==> config.mk <==
export PLATFORM = sky130hd
export DESIGN_NAME = seq_detector_param
export DESIGN_NICKNAME = d
export VERILOG_FILES = /design/src/rtl/seq_pkg.sv /design/src/rtl/seq_pat_regs.sv /design/src/rtl/seq_detector_param.sv
export SDC_FILE = /design/constraint.sdc
export NUM_CORES = 1
export LEC_CHECK = 0
export CORE_ASPECT_RATIO = 0.8
export CORE_UTILIZATION = 27
export DETAILED_ROUTE_END_ITERATION = 12
export PLACE_DENSITY = 0.52
export SLEW_MARGIN = 20
export SYNTH_ARGS = -nofsm -noshare
export SYNTH_HDL_FRONTEND = slang
export SYNTH_SLANG_ARGS = --single-unit
==> constraint.sdc <==
create_clock -name clk -period 6.65 [get_ports clk]
set_input_delay 0.9975 -clock clk [delete_from_list [all_inputs] [get_ports clk]]
set_output_delay 0.9975 -clock clk [all_outputs]
set_load 0.02 [all_outputs]
==> src/rtl/seq_pkg.sv <==
// -----------------------------------------------------------------------------
// seq_pkg
// Shared definitions for the run-length-tolerant sequence detector.
//   stage_w()     : width needed to encode a match stage 0..depth
//   default_sym() : reset value of pattern slot idx, (idx+1) mod 2^sym_w
//   STAGE_IDLE    : stage value meaning "nothing matched yet"
//   step_e        : kind of stage transition taken for one accepted symbol
// -----------------------------------------------------------------------------
package seq_pkg;

  localparam int unsigned STAGE_IDLE = 0;

  typedef enum logic [1:0] {
    STEP_CLEAR,    // no rule matched, back to idle
    STEP_RESTART,  // symbol equals pat[0], start a fresh match at stage 1
    STEP_HOLD,     // symbol repeats the last matched pattern symbol
    STEP_ADVANCE   // symbol is the next pattern symbol
  } step_e;

  function automatic int unsigned stage_w(input int unsigned depth);
    return $clog2(depth + 1);
  endfunction

  function automatic int unsigned default_sym(input int unsigned idx,
                                              input int unsigned sym_w);
    longint unsigned modulus;
    modulus = longint'(1) << sym_w;
    return int'((longint'(idx) + 1) % modulus);
  endfunction

endpackage

==> src/rtl/seq_pat_regs.sv <==
// -----------------------------------------------------------------------------
// seq_pat_regs
// DEPTH x SYM_W pattern register file. Resets asynchronously to the default
// pattern 1,2,3,... (mod 2^SYM_W); one write port. Writes to slots >= DEPTH
// are ignored.
// Ports:
//   clk, rst_n : clock, asynchronous active-low reset
//   cfg_we     : write strobe
//   cfg_idx    : slot to write
//   cfg_sym    : value to write
//   pat        : all slots, flat; slot i is pat[i*SYM_W +: SYM_W]
// -----------------------------------------------------------------------------
module seq_pat_regs
  import seq_pkg::*;
#(
  parameter int SYM_W = 2,
  parameter int DEPTH = 3,
  parameter int IDX_W = $clog2(DEPTH)
) (
  input  logic                   clk,
  input  logic                   rst_n,
  input  logic                   cfg_we,
  input  logic [IDX_W-1:0]       cfg_idx,
  input  logic [SYM_W-1:0]       cfg_sym,
  output logic [DEPTH*SYM_W-1:0] pat
);

  // NOTE: the pattern is reset to its default values like any other state;
  // the detector must work straight out of reset without being programmed.
  always_ff @(posedge clk or negedge rst_n) begin
    if (!rst_n) begin
      for (int i = 0; i < DEPTH; i++) begin
        pat[i*SYM_W +: SYM_W] <= SYM_W'(default_sym(i, SYM_W));
      end
    end else if (cfg_we) begin
      // Slot decode by equality: an index >= DEPTH matches no slot.
      for (int i = 0; i < DEPTH; i++) begin
        if (cfg_idx == IDX_W'(i)) pat[i*SYM_W +: SYM_W] <= cfg_sym;
      end
    end
  end

endmodule

==> src/rtl/seq_detector_param.sv <==
// -----------------------------------------------------------------------------
// seq_detector_param
// Run-length-tolerant detector for a programmable pattern of DEPTH symbols;
// every pattern symbol may repeat any number of consecutive times.
// Optional feature macro: SEQ_DETECTOR_MATCH_CNT_EN (adds match_cnt).
// Ports:
//   clk, rst_n   : clock, asynchronous active-low reset
//   in_valid     : in_sym is consumed this cycle
//   in_sym       : input symbol
//   cfg_we       : pattern write strobe (wins over in_valid, clears stage)
//   cfg_idx      : pattern slot to write
//   cfg_sym      : symbol value to write
//   ans          : high while stage == DEPTH
//   match_pulse  : one-cycle pulse after entering stage DEPTH
//   stage        : current match stage 0..DEPTH
//   match_cnt    : saturating count of match pulses (macro builds only)
// -----------------------------------------------------------------------------
module seq_detector_param
  import seq_pkg::*;
#(
  parameter int SYM_W = 2,
  parameter int DEPTH = 3,
  parameter int CNT_W = 8
) (
  input  logic                          clk,
  input  logic                          rst_n,
  input  logic                          in_valid,
  input  logic [SYM_W-1:0]              in_sym,
  input  logic                          cfg_we,
  input  logic [$clog2(DEPTH)-1:0]      cfg_idx,
  input  logic [SYM_W-1:0]              cfg_sym,
  output logic                          ans,
  output logic                          match_pulse,
  output logic [stage_w(DEPTH)-1:0]     stage
`ifdef SEQ_DETECTOR_MATCH_CNT_EN
  ,
  output logic [CNT_W-1:0]              match_cnt
`endif
);

  localparam int ST_W  = stage_w(DEPTH);
  localparam int IDX_W = $clog2(DEPTH);
  localparam logic [ST_W-1:0] STAGE_ZERO = ST_W'(STAGE_IDLE);
  localparam logic [ST_W-1:0] STAGE_ONE  = ST_W'(1);
  localparam logic [ST_W-1:0] STAGE_FULL = ST_W'(DEPTH);

  logic [DEPTH*SYM_W-1:0] pat;
  logic [ST_W-1:0]        stage_q, stage_d;
  logic                   pulse_d;
  logic [SYM_W-1:0]       prev_sym, cur_sym;
  logic                   has_prev, has_next;
  step_e                  step;

  seq_pat_regs #(
    .SYM_W (SYM_W),
    .DEPTH (DEPTH),
    .IDX_W (IDX_W)
  ) u_pat (
    .clk     (clk),
    .rst_n   (rst_n),
    .cfg_we  (cfg_we),
    .cfg_idx (cfg_idx),
    .cfg_sym (cfg_sym),
    .pat     (pat)
  );

  // NOTE: every signal is given a default before any branch, so no path
  // leaves a variable unassigned and no latch is inferred.
  always_comb begin
    prev_sym = '0;
    cur_sym  = '0;
    step     = STEP_CLEAR;
    stage_d  = stage_q;

    // prev_sym = pat[k-1] (last matched), cur_sym = pat[k] (next expected).
    for (int i = 0; i < DEPTH; i++) begin
      if (stage_q == ST_W'(i + 1)) prev_sym = pat[i*SYM_W +: SYM_W];
      if (stage_q == ST_W'(i))     cur_sym  = pat[i*SYM_W +: SYM_W];
    end
    has_prev = (stage_q != STAGE_ZERO);
    has_next = (stage_q != STAGE_FULL);

    // Repeat is tested before advance, so a pattern with pat[k-1]==pat[k]
    // parks at stage k forever; that is intended behaviour.
    if (has_prev && in_sym == prev_sym)     step = STEP_HOLD;
    else if (has_next && in_sym == cur_sym) step = STEP_ADVANCE;
    else if (in_sym == pat[0 +: SYM_W])     step = STEP_RESTART;
    else                                    step = STEP_CLEAR;

    if (cfg_we) begin
      stage_d = STAGE_ZERO;  // pattern changed: any partial match is void
    end else if (in_valid) begin
      case (step)
        STEP_HOLD:    stage_d = stage_q;
        STEP_ADVANCE: stage_d = stage_q + STAGE_ONE;
        STEP_RESTART: stage_d = STAGE_ONE;
        default:      stage_d = STAGE_ZERO;
      endcase
    end

    // Pulse only on entry into the full stage, never while holding there.
    pulse_d = (stage_d == STAGE_FULL) && (stage_q != STAGE_FULL);
  end

  // NOTE: state registers use non-blocking assignments so every flop samples
  // the pre-edge values regardless of process ordering.
  always_ff @(posedge clk or negedge rst_n) begin
    if (!rst_n) begin
      stage_q     <= STAGE_ZERO;
      match_pulse <= 1'b0;
    end else begin
      stage_q     <= stage_d;
      match_pulse <= pulse_d;
    end
  end

  assign stage = stage_q;
  assign ans   = (stage_q == STAGE_FULL);

`ifdef SEQ_DETECTOR_MATCH_CNT_EN
  // Counts each cycle in which match_pulse is high; saturates at all-ones.
  always_ff @(posedge clk or negedge rst_n) begin
    if (!rst_n) begin
      match_cnt <= '0;
    end else if (match_pulse && match_cnt != '1) begin
      match_cnt <= match_cnt + 1'b1;
    end
  end
`endif

endmodule

# Yosys cells after proc, flatten, opt, wreduce, memory -nomap -nowiden
# Cells that the tools add are included.
totals:
  reg_bits: 9
  in_bits: 10
  out_inout_bits: 4
  word_cells: 40
op_classes:
  n_addsub: 1
  n_eq_ne: 13
  mux: 12
  n_reduce_logical: 9
ops:
  columns: ["operator", "n"]
  rows:
  - ["2-to-1 mux 2 bit", 10]
  - ["equality test 2 bit, second input constant", 6]
  - ["equality test 2 x 1 -> 1 bit, second input constant", 3]
  - ["equality test 2 bit", 3]
  - ["one-hot mux 2 bit (3 select lines)", 1]
  - ["AND reduction 2 bit", 3]
  - ["zero test 2 bit", 2]
  - ["logical AND 1 bit", 3]
  - ["adder 2 x 1 -> 2 bit, second input constant", 1]
  - ["!= test 2 bit, second input constant", 1]
  - ["nonzero test 2 bit", 1]
  - ["2-to-1 mux 1 bit", 1]

# Logic depth before layout (Yosys ltp)
logic_depth:
  depth_word: 14
  depth_mapped: 9
  depth_no_buf: 8

# Cells and area by module
# From an unflattened synthesis, not the netlist that was laid out.
unflattened:
  cells_unflattened: 71
  hier_area_um2: 744.5
modules_own_cells:
  columns: ["mod", "instances", "cells_each", "area_per_inst_um2", "seq_area_each_um2"]
  rows:
  - ["seq_detector_param", 1, 56, 494.2, 75.1]
  - ["seq_pat_regs", 1, 15, 250.2, 155.1]

# Worst setup path before layout
# Ideal clock, no wire load.
synth_path:
  path_kind: "input -> register"
  startpoint: "input port in_sym[0]"
  endpoint: "register match_pulse"
  setup_ns: 0.111
  arrival_ns: 2.344
  required_time_ns: 6.539
  setup_slack_ns: 4.195
  path_stages: 7
  n_path_buf: 1
  cell_sequence: "buf_4 > a21boi_1 > mux2i_1 > o221ai_1 > o21ai_2 > mux2_4 > a2111oi_2"
synth_via:
  elab_chain_cells: 10
  elab_cells_between_ends: 16
  cone_classes: "eq/ne: 7; mux: 6; reduce/logical: 3"
synth_rtl:
  columns: ["element", "line", "text"]
  rows:
  - ["start: declaration", "seq_detector_param.sv:28", "input logic [SYM_W-1:0] in_sym,"]
  - ["equality test 2 bit (on tied branches)", "seq_detector_param.sv:87, seq_detector_param.sv:86", null]
  - ["2-to-1 mux 1 bit or logical AND 1 bit (tied branches)", "seq_detector_param.sv:87, seq_detector_param.sv:86", null]
  - ["2-to-1 mux 2 bit", "seq_detector_param.sv:86", "else if (has_next && in_sym == cur_sym) step = STEP_ADVANCE;"]
  - ["2-to-1 mux 2 bit (*)", "seq_detector_param.sv:85", "if (has_prev && in_sym == prev_sym) step = STEP_HOLD;"]
  - ["equality test 2 x 1 -> 1 bit or equality test 2 bit (tied branches)", "seq_detector_param.sv:93", "case (step)"]
  - ["one-hot mux 2 bit (3 select lines) (*)", "seq_detector_param.sv:93", null]
  - ["2-to-1 mux 2 bit (*)", "seq_detector_param.sv:92", "end else if (in_valid) begin"]
  - ["2-to-1 mux 2 bit (*)", "seq_detector_param.sv:90", "if (cfg_we) begin"]
  - ["equality test 2 bit (*)", "seq_detector_param.sv:102", "pulse_d = (stage_d == STAGE_FULL) && (stage_q != STAGE_FULL);"]
  - ["logical AND 1 bit (*)", "seq_detector_param.sv:102", null]
  - ["named net pulse_d", "seq_detector_param.sv:49", "logic pulse_d;"]
  - ["end signal: assignment", "seq_detector_param.sv:113", "match_pulse <= pulse_d;"]
  - ["end: declaration", "seq_detector_param.sv:33", "output logic match_pulse,"]
# Mark *: on every way through the listed nets, which the timed path passes. The rest lies on a longest branch.
# A chain may end at the register's enable or synchronous reset.

# Worst setup path after layout
layout_path:
  startpoint: "register stage_q[0], in the netlist stage[0]"
  endpoint: "output port ans"
layout_via:
  elab_chain_cells: 1
layout_rtl:
  columns: ["element", "line", "text"]
  rows:
  - ["start: declaration", "seq_detector_param.sv:48", "logic [ST_W-1:0] stage_q, stage_d;"]
  - ["start signal: assignment", "seq_detector_param.sv:112", "stage_q <= stage_d;"]
  - ["equality test 2 bit", "seq_detector_param.sv:118", "assign ans = (stage_q == STAGE_FULL);"]
  - ["end: declaration", "seq_detector_param.sv:32", "output logic ans,"]
# No other way between the ends.

==> flow_metrics.env <==
export IMPL_outcome="complete, no violations"
export IMPL_drive_gt1_frac=0.2471
export IMPL_grt_pass1_wl_mm=2.497
export IMPL_grt_use_met1=0.1711
export IMPL_maxSlewHeadroom=0.7192
export IMPL_fin_nets=101
export IMPL_critPathArrivalTime_ns=1.84
export IMPL_p_total_w=0.0001824
export IMPL_final_cell_mix="clkdlybuf4s50_1, a21oi_1, mux2_2"
export IMPL_fin_ws_ns=3.812
export IMPL_vias=558
export IMPL_hpwl_mm=1.214
export IMPL_clk_path_buf_depth=2
export IMPL_synth_mux_area_frac=0.1518
export IMPL_cts_tree="done"
export IMPL_area_growth_pct=23.95
export IMPL_grt_max_degree=11
export IMPL_numCtsBuffers=3
export IMPL_synth_top_family_by_area="compound AO/OA/AOI/OAI gates"
export IMPL_cts_sinks=9
export IMPL_insertion_delay_ns=0.25
export IMPL_grt_use_met3=0.007958
export IMPL_switching_share=0.3229
export IMPL_power_frac_clock=0.218
export IMPL_dr_pass1_iters=4
export IMPL_powerDensity_mw_per_mm2=198.4
export IMPL_port_buffers=13
export IMPL_cts_root_buf="clkbuf_4"
export IMPL_skew_ns=0.007205
export IMPL_period_minus_slack_ns=2.838
export IMPL_layout_commonest_cell="clkdlybuf4s50_1"
export IMPL_final_cells=121
export IMPL_die_x_um=60.61
export IMPL_worstPathMaxFanout=9
export IMPL_cts_hold_buffers=0
export IMPL_synth_fa_ha_area_frac=0.08432
export IMPL_leakagePower_nw=0.3792
export IMPL_yosysSeqAreaShare=0.3103
export IMPL_finalHoldViolCount=0
export IMPL_ys_seq_elements=9
export IMPL_start_util=0.2941
export IMPL_synthSimpleGateAreaFrac=0.1669
export IMPL_ys_warn_count=0
export IMPL_synthDistinctLibCells=34
export IMPL_vias_per_cell=4.612
export IMPL_worst_pin_slew_ns=0.4213
export IMPL_track_usage=0.1095
export IMPL_maxCapViolations=0
export IMPL_busiest_layer="met1"
export IMPL_pre_cts_slack_ns=3.594
export IMPL_synth_compound_area_share=0.1754
export IMPL_drc_errors=0
export IMPL_dpl_cell_area_um2=893.4
export IMPL_power_frac_seq=0.433
export IMPL_power_frac_comb=0.349
export IMPL_maxSlewViolCount=0
export IMPL_syn_inst=71
export IMPL_start_kind="flip-flop"
export IMPL_worstSetupPathType="flip-flop to primary output"
export IMPL_row_count=16
export IMPL_dieArea_mm2=0.002963
export IMPL_finalWirelength_mm=1.522
export IMPL_use_met2=0.1630
export IMPL_synth_xor_area_frac=0.05902
export IMPL_initialDrtViolationCount=13
export IMPL_clkTransAtPathRegs_ns=0.06
export IMPL_tns_ns=0
export IMPL_antenna_found_initial=0
export IMPL_core_area_mm2=0.002522
export IMPL_finalCritPeriodShare=0.4267
export IMPL_ctsResizeCount=0
export IMPL_synth_area_per_cell_um2=10.45
export IMPL_postCtsSetupBuffers=0
export IMPL_ios=14
export IMPL_fillers=269
export IMPL_cts_htree_levels=1
export IMPL_placed_cells=117
export IMPL_final_cell_area_um2=919.6
export IMPL_die_h_um=48.89
export IMPL_timing_fmax_ghz=0.3524
export IMPL_wire_per_inst_um=12.58
export IMPL_syn_nets=86
export IMPL_p_int_w=0.0001235
export IMPL_net_switching_power_w=0.00005890
export IMPL_hold_class="flip-flop to flip-flop"
export IMPL_gp_congestion=0.7664
export IMPL_crit_required_ns=5.65
export IMPL_first_global_vias=544
export IMPL_setup_viol=0
export IMPL_syn_area_um2=742.0
export IMPL_rsz0062_at_grt="no"
export IMPL_antenna_cells=0
export IMPL_max_vdd_ir_drop_uv=95.79
export IMPL_ant_nets=0
export IMPL_overflow=0
export IMPL_worst_setup_path_end_kind="primary output"
-- cell type report --
cell class                      count  area, um^2  area share
Timing Repair Buffer               13       130.1      0.1415
Clock buffer                        4       26.28     0.02857
Sequential cell                     9       230.2      0.2503
Tap cell                           36       45.04     0.04898
Multi-Input combinational cell     55       473.0      0.5143
Inverter                            4       15.01     0.01633
-- path summary, 6_finish.rpt --
path                              start            to  slack (ns)  cells after the start
min in group asynchronous         rst_n  u_pat.pat[1]        1.04                      1
setup reg to reg               stage[0]   match_pulse        4.17                      8
hold reg to reg            u_pat.pat[2]  u_pat.pat[2]        0.64                      1
hold / removal             u_pat.pat[2]  u_pat.pat[2]        0.64                      1
max in group asynchronous         rst_n  u_pat.pat[0]        5.28                      1
setup / recovery               stage[0]           ans        3.81                      2
-- power by group through the flow --
stage	sequential (W)	combinational (W)	clock [W]
2_1_floorplan	0.0000773	0.0000459	0
3_3_place_gp	0.0000797	0.0000631	0
6_report	0.0000790	0.0000637	0.0000397
4_1_cts	0.0000790	0.0000639	0.0000412
3_5_place_dp	0.0000799	0.0000635	0
5_1_grt	0.0000806	0.0000698	0.0000457
-- cell usage after synthesis --
library cell	number	area share
nand3_1	1	0.0067
nand3b_4	1	0.027
a311oi_2	1	0.020
buf_4	1	0.010
a2111oi_2	1	0.020
a31oi_1	1	0.0084
mux2_4	1	0.020
o221ai_1	1	0.012
inv_1	4	0.020
a21oi_2	1	0.012
dfstp_2	4	0.14
a21oi_1	6	0.040
a21boi_0	1	0.010
a31o_2	1	0.012
mux2_2	6	0.091
o21ai_0	1	0.0067
a211o_1	1	0.012
o21ai_2	1	0.012
ha_1	5	0.084
and3b_1	1	0.012
nor2b_1	2	0.017
mux2i_1	3	0.040
nor2_1	2	0.010
nand3b_2	1	0.015
and2_0	1	0.0084
nor3b_1	1	0.010
xor2_1	2	0.024
dfrtp_1	5	0.17
a21boi_1	1	0.010
xnor2_1	3	0.035
nand2_1	4	0.020
buf_2	1	0.0067
buf_6	1	0.015
nand3b_1	4	0.040
-- critical path: stages, from the launching register on --
cell             delay (ns)
dfrtp_1                0.45
ha_1                   0.45
clkdlybuf4s50_1        0.69
-- per-layer routing --
| layer | part of all wire | wire (um) | vias to the layer above |
|---|---|---|---|
| li1 | - | - | 282 |
| met1 | 0.54 | 818 | 265 |
| met2 | 0.43 | 649 | 11 |
| met3 | 0.035 | 54 | 0 |
| met4 | 0 | 0 | 0 |
| met5 | 0 | 0 | - |
-- sequential cells by signal (all words and copies together), names as in the netlist --
| register | flops |
|---|---|
| u_pat.pat | 6 |
| stage | 2 |
| match_pulse | 1 |
-- cells by family (layout without fill, tap and decap cells) --
| group | after synthesis | in the layout |
|---|---|---|
| simple gates | 18 | 18 |
| flops | 9 | 9 |
| xor+xnor | 5 | 5 |
| mux | 10 | 10 |
| buf+inv | 7 | 21 |
| compound gates | 17 | 17 |
| fa+ha+maj | 5 | 5 |
-- per-stage QoR --
step / util / hold slack, ns
3_3_place_gp: 0.3542 / 0.6033
2_1_floorplan: - / 0.5350
6_report: 0.3646 / 0.6360
4_1_cts: 0.3646 / 0.6239
3_5_place_dp: 0.3542 / 0.6098
5_1_grt: 0.3646 / 0.6520
No activity file was read; power rests on OpenSTA's default activity.
